### config.mk
export PLATFORM = sky130hd
export DESIGN_NAME = alu_pipe_flat
export DESIGN_NICKNAME = d
export VERILOG_FILES = /design/src/rtl/alu_pipe_if.sv /design/src/rtl/alu_pipe.sv /design/src/flat_wrapper.sv
export SDC_FILE = /design/constraint.sdc
export NUM_CORES = 1
export LEC_CHECK = 0
export CAP_MARGIN = 5
export CORE_UTILIZATION = 35
export CTS_CLUSTER_DIAMETER = 120
export CTS_CLUSTER_SIZE = 10
export DETAILED_ROUTE_END_ITERATION = 10
export SETUP_SLACK_MARGIN = 0.5
export SYNTH_ARGS = -nofsm -noshare
export SYNTH_HDL_FRONTEND = slang
export SYNTH_SLANG_ARGS = --single-unit
### constraint.sdc
create_clock -name clk -period 4.7 [get_ports clk]
set_clock_uncertainty 0.15 [all_clocks]
set_input_delay 0.94 -clock clk [delete_from_list [all_inputs] [get_ports clk]]
set_output_delay 0.94 -clock clk [all_outputs]
set_load 0.01 [all_outputs]
### src/rtl/alu_pipe_if.sv
// Handshake bundle for alu_pipe: operation offer on the in_* side, registered result on the out_* side.
interface alu_pipe_if #(
    parameter int WIDTH = 8
);
    logic             in_valid;
    logic             in_ready;
    logic [3:0]       ctrl;
    logic [WIDTH-1:0] x;
    logic [WIDTH-1:0] y;
    logic             out_valid;
    logic             out_ready;
    logic [WIDTH-1:0] out;
    logic             carry;
    logic             ovf;
    logic             zero;
    logic             illegal;

    modport master (
        output in_valid, ctrl, x, y, out_ready,
        input  in_ready, out_valid, out, carry, ovf, zero, illegal
    );

    modport slave (
        input  in_valid, ctrl, x, y, out_ready,
        output in_ready, out_valid, out, carry, ovf, zero, illegal
    );
endinterface

### src/rtl/alu_pipe.sv
// Registered ALU with valid/ready handshake and 1-cycle latency for single-cycle ops.
// Define ALU_MUL_EN to add the multi-cycle shift-add unsigned multiply on opcode 1101.
module alu_pipe #(
    parameter int WIDTH = 8
) (
    input logic       clk,
    input logic       rst,
    alu_pipe_if.slave bus
);
    localparam int SHW  = $clog2(WIDTH);
    localparam int CNTW = SHW + 1;

    typedef enum logic {S_IDLE, S_MUL} state_t;

    state_t           r_state, w_state_nxt;
    logic             w_accept;
    logic             w_mul_start;
    logic             w_mul_last;
    logic             w_mul_done;
    logic [WIDTH-1:0] w_mul_lo;
    logic             w_mul_cy;
    logic [WIDTH+2:0] w_res;

    logic             r_vld_p1;
    logic [WIDTH-1:0] r_out_p1;
    logic             r_carry_p1;
    logic             r_ovf_p1;
    logic             r_zero_p1;
    logic             r_ill_p1;

    // Returns {illegal, ovf, carry, result} for every single-cycle opcode.
    function automatic logic [WIDTH+2:0] alu_op(input logic [3:0] op,
                                                input logic [WIDTH-1:0] a,
                                                input logic [WIDTH-1:0] b);
        logic signed [WIDTH:0] ext;
        logic [WIDTH-1:0]      r;
        logic                  c, v, ill;
        ext = '0;
        r   = '0;
        c   = 1'b0;
        v   = 1'b0;
        ill = 1'b0;
        case (op)
            4'h0: begin
                ext = $signed({a[WIDTH-1], a}) + $signed({b[WIDTH-1], b});
                r   = ext[WIDTH-1:0];
                c   = ext[WIDTH];
                v   = (a[WIDTH-1] == b[WIDTH-1]) && (r[WIDTH-1] != a[WIDTH-1]);
            end
            4'h1: begin
                ext = $signed({a[WIDTH-1], a}) - $signed({b[WIDTH-1], b});
                r   = ext[WIDTH-1:0];
                c   = ext[WIDTH];
                v   = (a[WIDTH-1] != b[WIDTH-1]) && (r[WIDTH-1] != a[WIDTH-1]);
            end
            4'h2: r = a & b;
            4'h3: r = a | b;
            4'h4: r = ~a;
            4'h5: r = a ^ b;
            4'h6: r = ~(a | b);
            4'h7: r = b << a[SHW-1:0];
            4'h8: r = b >> a[SHW-1:0];
            4'h9: r = {a[WIDTH-1], a[WIDTH-1:1]};
            4'hA: r = {a[WIDTH-2:0], a[WIDTH-1]};
            4'hB: r = {a[0], a[WIDTH-1:1]};
            4'hC: r = {{(WIDTH-1){1'b0}}, (a == b)};
            default: ill = 1'b1;
        endcase
        return {ill, v, c, r};
    endfunction

    assign bus.in_ready = (r_state == S_IDLE) && (!r_vld_p1 || bus.out_ready);
    assign w_accept     = bus.in_valid && bus.in_ready;
    assign w_res        = alu_op(bus.ctrl, bus.x, bus.y);

`ifdef ALU_MUL_EN
    localparam logic [CNTW-1:0] CNT_DONE = CNTW'(WIDTH);

    logic [2*WIDTH-1:0] r_acc;
    logic [2*WIDTH-1:0] r_mcand;
    logic [WIDTH-1:0]   r_mplier;
    logic [CNTW-1:0]    r_cnt;

    assign w_mul_start = w_accept && (bus.ctrl == 4'hD);
    assign w_mul_last  = (r_cnt == CNT_DONE);
    assign w_mul_lo    = r_acc[WIDTH-1:0];
    assign w_mul_cy    = |r_acc[2*WIDTH-1:WIDTH];

    // One shift-add step per cycle; the extra cycle after the last step publishes the product.
    always_ff @(posedge clk or posedge rst) begin
        if (rst) begin
            r_acc    <= '0;
            r_mcand  <= '0;
            r_mplier <= '0;
            r_cnt    <= '0;
        end else if (w_mul_start) begin
            r_acc    <= '0;
            r_mcand  <= {{WIDTH{1'b0}}, bus.x};
            r_mplier <= bus.y;
            r_cnt    <= '0;
        end else if (r_state == S_MUL && !w_mul_last) begin
            if (r_mplier[0]) r_acc <= r_acc + r_mcand;
            r_mcand  <= r_mcand << 1;
            r_mplier <= r_mplier >> 1;
            r_cnt    <= r_cnt + CNTW'(1);
        end
    end
`else
    assign w_mul_start = 1'b0;
    assign w_mul_last  = 1'b0;
    assign w_mul_lo    = '0;
    assign w_mul_cy    = 1'b0;
`endif

    always_ff @(posedge clk or posedge rst) begin
        if (rst) r_state <= S_IDLE;
        else     r_state <= w_state_nxt;
    end

    always_comb begin
        w_state_nxt = r_state;
        w_mul_done  = 1'b0;
        case (r_state)
            S_IDLE: if (w_mul_start) w_state_nxt = S_MUL;
            S_MUL: begin
                if (w_mul_last) begin
                    w_state_nxt = S_IDLE;
                    w_mul_done  = 1'b1;
                end
            end
        endcase
    end

    // p1: result register, held while the consumer stalls
    always_ff @(posedge clk or posedge rst) begin
        if (rst) begin
            r_vld_p1   <= 1'b0;
            r_out_p1   <= '0;
            r_carry_p1 <= 1'b0;
            r_ovf_p1   <= 1'b0;
            r_zero_p1  <= 1'b0;
            r_ill_p1   <= 1'b0;
        end else if (w_accept && !w_mul_start) begin
            r_vld_p1   <= 1'b1;
            r_out_p1   <= w_res[WIDTH-1:0];
            r_carry_p1 <= w_res[WIDTH];
            r_ovf_p1   <= w_res[WIDTH+1];
            r_ill_p1   <= w_res[WIDTH+2];
            r_zero_p1  <= (w_res[WIDTH-1:0] == '0);
        end else if (w_mul_done) begin
            r_vld_p1   <= 1'b1;
            r_out_p1   <= w_mul_lo;
            r_carry_p1 <= w_mul_cy;
            r_ovf_p1   <= 1'b0;
            r_ill_p1   <= 1'b0;
            r_zero_p1  <= (w_mul_lo == '0);
        end else if (r_vld_p1 && bus.out_ready) begin
            r_vld_p1   <= 1'b0;
        end
    end

    assign bus.out_valid = r_vld_p1;
    assign bus.out       = r_out_p1;
    assign bus.carry     = r_carry_p1;
    assign bus.ovf       = r_ovf_p1;
    assign bus.zero      = r_zero_p1;
    assign bus.illegal   = r_ill_p1;
endmodule
### src/flat_wrapper.sv
// flat-port wrapper written by rule: the top's interface ports become plain ports
module alu_pipe_flat 
#(
    parameter int WIDTH = 8
)
  (clk, rst, bus_in_valid, bus_ctrl, bus_x, bus_y, bus_out_ready, bus_in_ready, bus_out_valid, bus_out, bus_carry, bus_ovf, bus_zero, bus_illegal);
  alu_pipe_if #(.WIDTH(WIDTH)) bus_i ();
  input logic clk;
  input logic rst;
  input wire logic [$bits(bus_i.in_valid)-1:0] bus_in_valid;
  input wire logic [$bits(bus_i.ctrl)-1:0] bus_ctrl;
  input wire logic [$bits(bus_i.x)-1:0] bus_x;
  input wire logic [$bits(bus_i.y)-1:0] bus_y;
  input wire logic [$bits(bus_i.out_ready)-1:0] bus_out_ready;
  output wire logic [$bits(bus_i.in_ready)-1:0] bus_in_ready;
  output wire logic [$bits(bus_i.out_valid)-1:0] bus_out_valid;
  output wire logic [$bits(bus_i.out)-1:0] bus_out;
  output wire logic [$bits(bus_i.carry)-1:0] bus_carry;
  output wire logic [$bits(bus_i.ovf)-1:0] bus_ovf;
  output wire logic [$bits(bus_i.zero)-1:0] bus_zero;
  output wire logic [$bits(bus_i.illegal)-1:0] bus_illegal;
  assign bus_i.in_valid = bus_in_valid;
  assign bus_i.ctrl = bus_ctrl;
  assign bus_i.x = bus_x;
  assign bus_i.y = bus_y;
  assign bus_i.out_ready = bus_out_ready;
  assign bus_in_ready = bus_i.in_ready;
  assign bus_out_valid = bus_i.out_valid;
  assign bus_out = bus_i.out;
  assign bus_carry = bus_i.carry;
  assign bus_ovf = bus_i.ovf;
  assign bus_zero = bus_i.zero;
  assign bus_illegal = bus_i.illegal;
  alu_pipe #(.WIDTH(WIDTH)) u_core (.clk(clk), .rst(rst), .bus(bus_i));
endmodule
Yosys cells after proc, flatten, opt, wreduce, memory -nomap -nowiden

Index checks and enable logic that the tools add are counted.

Add/subtract/negate cells: 2
Equal/unequal tests: 17
Shift-type cells: 2
Multiplexer cells: 12
Bitwise logic cells: 6
Reductions and logical operators: 11

Operators by type and width:

| kind                                           | number |
|---|---|
| case mux 8 bit (13 select lines)               | 1 |
| == test 4 bit (second input constant)          | 5 |
| == test 4 x 3 -> 1 bit (second input constant) | 4 |
| inverter 8 bit                                 | 2 |
| OR reduction 13 bit                            | 1 |
| adder 8 x 8 -> 9 bit                           | 1 |
| subtractor 8 x 8 -> 9 bit                      | 1 |
| AND 8 bit                                      | 1 |
| == test 4 x 2 -> 1 bit (second input constant) | 2 |
| == test 8 bit                                  | 1 |
| zero test 8 bit                                | 1 |
| 2-to-1 mux 8 bit                               | 1 |
| bitwise OR 8 bit                               | 1 |
| << shifter 8 x 3 -> 8 bit                      | 1 |
| >> shifter 8 x 3 -> 8 bit                      | 1 |
| bitwise XOR 8 bit                              | 1 |
| 2-to-1 mux 1 bit                               | 7 |
| case mux 1 bit (2 select lines)                | 3 |
| logical AND 1 bit                              | 5 |
| == test 4 x 1 -> 1 bit (second input constant) | 1 |
| zero test 4 bit                                | 1 |
| inequality test 1 bit                          | 3 |
| nonzero test 2 bit                             | 1 |
| == test 1 bit                                  | 1 |
| 3 further kinds                                | 3 |

Flip-flop bits (word level): 14
Bits of input ports: 24
Output and inout bits: 14
Word-level logic and storage cells: 57

Longest topological paths before layout

Word-level depth: 5
Gate-level depth with buffers: 12
Mapped depth without buffers: 10

Worst setup path before layout

Ideal clock, no wire load.

Path kind: in2reg
Start: input port bus_x[0]
End: register u_core.r_zero_p1, in the netlist u_core.bus.zero
Library setup time: 0.104 ns
Arrival time: 3.235 ns
Data required time: 4.447 ns
Slack: 1.211 ns
Cell stages on the path: 11
Buffers on the path: 2
Cells stage by stage: buf_6 > buf_2 > inv_2 > ha_1 > fa_1 > o311a_1 > xnor2_1 > o22ai_1 > nor4_2 > nand4_1 > o41ai_2

Cells in the longest elaborated chain, start to end: 5
Elaborated cells between the ends (all ways): 13
Classes of those cells: add/sub: 2; eq/ne: 1; shift: 2; mux: 2; bitwise: 5; reduce/logical: 1

RTL lines:

| what                                                                              | RTL line           | text |
|---|---|---|
| from (decl)                                                                       | flat_wrapper.sv:12 | `input wire logic [$bits(bus_i.x)-1:0] bus_x;` |
| parallel branches: the longest is 2 deep, another holds subtractor 8 x 8 -> 9 bit | --                 |  |
| case mux 8 bit (13 select lines) *                                                | alu_pipe.sv:43     | `case (op)` |
| zero test 8 bit *                                                                 | alu_pipe.sv:149    | `r_zero_p1 <= (w_res[WIDTH-1:0] == '0);` |
| 2-to-1 mux 1 bit *                                                                | alu_pipe.sv:143    | `end else if (w_accept && !w_mul_start) begin` |
| to (signal assigned)                                                              | alu_pipe.sv:149    |  |
| to (signal assigned)                                                              | alu_pipe.sv:156    | `r_zero_p1 <= (w_mul_lo == '0);` |
| to (decl)                                                                         | alu_pipe.sv:28     | `logic r_zero_p1;` |

Mark *: on every way between the ends. The select of a mux whose other input is x is not followed.
A chain may end at the register's enable or synchronous reset.

Worst setup path in the final report

Start: input port bus_y[3]
End: register u_core.r_zero_p1, in the netlist u_core.bus.zero

Cells in the longest elaborated chain, start to end: 5
Elaborated cells between the ends (all ways): 12
Classes of those cells: add/sub: 2; eq/ne: 1; shift: 2; mux: 2; bitwise: 4; reduce/logical: 1

RTL lines:

| what                                                                              | RTL line           | text |
|---|---|---|
| from (decl)                                                                       | flat_wrapper.sv:13 | `input wire logic [$bits(bus_i.y)-1:0] bus_y;` |
| parallel branches: the longest is 2 deep, another holds subtractor 8 x 8 -> 9 bit | --                 |  |
| case mux 8 bit (13 select lines) *                                                | alu_pipe.sv:43     |  |
| zero test 8 bit *                                                                 | alu_pipe.sv:149    |  |
| 2-to-1 mux 1 bit *                                                                | alu_pipe.sv:143    |  |

Marks and branches as above.

==> flow_metrics.env <==
export IMPL_peakVddDrop_uv=67.8
export IMPL_die_w_um=89.8
export IMPL_drtAntennaViolNets=0
export IMPL_relSlewSlack_pct=41.7
export IMPL_grt_pass1_wl_um=14600
export IMPL_dr_pass1_iters=5
export IMPL_rsz0062_at_grt="false"
export IMPL_htreeDepth=1
export IMPL_num_antenna_cells=0
export IMPL_p_comb_share_pct=57.8
export IMPL_crit_type="primary input to flip-flop"
export IMPL_layout_drive_gt1_share_pct=10.1
export IMPL_fin_crit_ns=3.94
export IMPL_synth_nets=398
export IMPL_fill_cells=773
export IMPL_drc=0
export IMPL_layout_area_overhead_vs_synth_pct=18.0
export IMPL_yosysWarnings=0
export IMPL_syn_area_per_cell_um2=7.78
export IMPL_wire_per_inst_um=19.1
export IMPL_grt_pass1_vias=2691
export IMPL_fin_area_um2=3190
export IMPL_synthSimpleGateAreaFrac_pct=24.5
export IMPL_synth_top_family_by_area="compound AO/OA/AOI/OAI gates"
export IMPL_cp_required_ns=4.68
export IMPL_initial_core_util_pct=36.6
export IMPL_r2r_setup_slack_ns=2.70
export IMPL_drt_iter0_drc=385
export IMPL_finish_utilization_pct=43.2
export IMPL_cellPowerDensity_nw_per_um2=176
export IMPL_min_delay_start="u_core.bus.out[3]$_DFFE_PP0P_"
export IMPL_grt_max_degree=28
export IMPL_drt_wl_total_um=9080
export IMPL_rows=31
export IMPL_met2WireLength_um=4150
export IMPL_fp_dieArea_um2=8070
export IMPL_setup_viol=0
export IMPL_timing_final_crit_share_pct=83.8
export IMPL_netSwitchingPower_mw=0.223
export IMPL_grt_overflow_total=0
export IMPL_holdPathStages=2
export IMPL_ys_async_sr_fraction_pct=100
export IMPL_viasPerCell=6.14
export IMPL_dp_hpwl_um=7090
export IMPL_cp_arrival_ns=3.92
export IMPL_dr_total_vias=2908
export IMPL_p_int_mw=0.337
export IMPL_start_kind="primary input"
export IMPL_swShare_pct=39.8
export IMPL_cp_startpoint="bus_y[3]"
export IMPL_cts_resized=0
export IMPL_ctsRootBufferMaster="clkbuf_8"
export IMPL_r2r_start="u_core.bus.out_valid$_DFFE_PP0P_"
export IMPL_ys_seq_elements=13
export IMPL_setup_slack_ns=0.761
export IMPL_track_usage_pct=22.4
export IMPL_io_pins=38
export IMPL_tns_ns=0
export IMPL_total_power_mw=0.559
export IMPL_cts_buffers=3
export IMPL_max_slew_worst_pin_slew_ns=0.868
export IMPL_antenna_found_initial=0
export IMPL_yosys_area_share_xor_xnor_pct=0.649
export IMPL_placed_area_um2=3140
export IMPL_timing_rr_end="u_core.bus.zero$_DFFE_PP0P_"
export IMPL_cts_buffer_depth=2
export IMPL_crit_fanout=10
export IMPL_die_h_um=89.8
export IMPL_reg2reg_depth=7
export IMPL_power_share_sequential_pct=24.8
export IMPL_clkPwrFrac_pct=17.3
export IMPL_ys_flop_type="dfrtp_1"
export IMPL_synth_adder_area_share_pct=13.1
export IMPL_hp_class="flip-flop to flip-flop"
export IMPL_max_cap_viol_count=0
export IMPL_fp_coreArea_um2=7370
export IMPL_cts_sinks=13
export IMPL_synth_area_um2=2700
export IMPL_routed_wl_met3_um=658
export IMPL_final_nets=427
export IMPL_insertion_delay_ns=0.24
export IMPL_ys_types=68
export IMPL_wl_met1_um=3920
export IMPL_synth_mux_area_share_pct=12.4
export IMPL_gp_congestion=1.06
export IMPL_fmax_ghz=0.254
export IMPL_highest_layer="met4"
export IMPL_synth_compound_area_share_pct=28.1
export IMPL_port_buffer_count=37
export IMPL_status="finished, final reports clean"
export IMPL_cts_tree="done"
export IMPL_cts_setup_buffers=0
export IMPL_power_leakage_nw=1.28
export IMPL_syn_instance_count=347
export IMPL_min_to="u_core.bus.out[3]$_DFFE_PP0P_"
export IMPL_path_clk_slew_ns=0.05
export IMPL_synth_edf_count=0
export IMPL_drv_slew=0
export IMPL_hold_violations=0
export IMPL_preCtsSetupSlack_ns=0.534
export IMPL_cts_hold_buf=0
export IMPL_cp_end_kind="flip-flop"
export IMPL_seq_area_frac_synth_pct=12.1
routing by layer:
| layer | up-vias | track usage (%) |
|---|---|---|
| met1 | 1364 | 30.8 |
| met3 | 25 | 1.95 |
| li1 | 1355 | - |
| met4 | 0 | 8.74 |
| met2 | 164 | 36.2 |
| met5 | - | 0 |
state kept, by name (all words and copies together) (netlist names):
name	cells
u_core.bus.illegal	1
u_core.bus.carry	1
u_core.bus.out_valid	1
u_core.bus.zero	1
u_core.bus.out	8
u_core.bus.ovf	1
critical path, stage by stage:
cell             delay, ns
clkdlybuf4s50_1       0.73
inv_1                 0.12
ha_1                  0.46
nand2b_1              0.19
o311a_1               0.25
xnor2_1               0.13
o22ai_1               0.12
nor4_2                0.39
nand4_1               0.20
o41ai_2               0.38
cells in the final DEF, fill, tap and decap left out, types with 3 or more instances in the layout:
cell type	count
clkbuf_8	3
a21oi_1	16
nand2_1	21
o21a_1	4
nor4_2	3
nor2b_1	9
dfrtp_1	13
ha_1	25
nor3_1	11
a21o_1	4
buf_4	14
o21ai_0	23
a32oi_1	7
mux2_2	3
a211oi_1	5
nor3b_1	4
clkdlybuf4s50_1	37
o2111ai_1	3
a31oi_1	3
a22oi_1	7
mux4_2	8
mux2i_1	12
o22ai_1	6
and2_1	4
a22o_1	3
inv_1	22
nand2b_1	10
or3_1	5
nor4_1	3
o211ai_1	3
nand3_1	8
nor2_1	28
synthesized netlist by cell type, types with 3 or more instances:
| cell | count | area share (%) |
|---|---|---|
| nor2_1 | 28 | 3.9 |
| ha_1 | 25 | 12 |
| o21ai_0 | 23 | 4.3 |
| inv_1 | 22 | 3.1 |
| nand2_1 | 21 | 2.9 |
| a21oi_1 | 16 | 3.0 |
| dfrtp_1 | 13 | 12 |
| mux2i_1 | 12 | 4.5 |
| nor3_1 | 11 | 2.0 |
| nand2b_1 | 10 | 2.3 |
| buf_2 | 9 | 1.7 |
| clkbuf_1 | 9 | 1.3 |
| nor2b_1 | 9 | 2.1 |
| mux4_2 | 8 | 6.7 |
| nand3_1 | 8 | 1.5 |
| a22oi_1 | 7 | 1.9 |
| a32oi_1 | 7 | 2.3 |
| buf_4 | 6 | 1.7 |
| o22ai_1 | 6 | 1.4 |
| a211oi_1 | 5 | 1.4 |
| or3_1 | 5 | 1.2 |
| a21o_1 | 4 | 1.1 |
| and2_1 | 4 | 0.93 |
| nor3b_1 | 4 | 1.1 |
| o21a_1 | 4 | 1.1 |
| a22o_1 | 3 | 0.97 |
| a31oi_1 | 3 | 0.70 |
| buf_6 | 3 | 1.3 |
| mux2_2 | 3 | 1.3 |
| nor4_1 | 3 | 0.70 |
| nor4_2 | 3 | 1.4 |
| o2111ai_1 | 3 | 0.97 |
| o211ai_1 | 3 | 0.83 |
how the worst max path moves through the flow:
stage                                              to  slack, ns
after global placement    u_core.bus.zero$_DFFE_PP0P_       0.62
final                     u_core.bus.zero$_DFFE_PP0P_       0.76
after floorplan           u_core.bus.zero$_DFFE_PP0P_       1.21
after detailed placement  u_core.bus.zero$_DFFE_PP0P_       0.53
after CTS                 u_core.bus.zero$_DFFE_PP0P_       0.79
after global routing      u_core.bus.zero$_DFFE_PP0P_       0.54
power groups by stage:
stage / logic (mW) / registers, mW / clock network, mW
2_1_floorplan: 0.189 / 0.149 / 0
3_3_place_gp: 0.319 / 0.141 / 0
3_5_place_dp: 0.318 / 0.141 / 0
4_1_cts: 0.319 / 0.139 / 0.100
5_1_grt: 0.348 / 0.141 / 0.108
6_report: 0.324 / 0.139 / 0.0969
kinds of logic after synthesis:
kind of cell	count (synthesis)
muxes	23
AOI/OAI and AO/OA	109
DFF	13
adders and majority gates	27
buffers and inverters	51
and+or+nand+nor	122
xor gates and xnor gates	2
per-stage QoR:
step / hold slack (ns) / instances
floorplan: 0.366 / 347
global placement: 0.313 / 470
detailed placement: 0.321 / 470
CTS: 0.332 / 474
global route: 0.347 / 474
finish: 0.325 / 474
layout make-up:
cell class,instances,area (um2),area share (%)
tap,99,124,3.89
timing repair buffer,51,475,14.9
sequential,13,325,10.2
inverter,24,90.1,2.83
multi-input combinational,283,2130,66.7
clock buffer,4,45.0,1.41
Note: power is estimated with default switching activity, not from simulation.
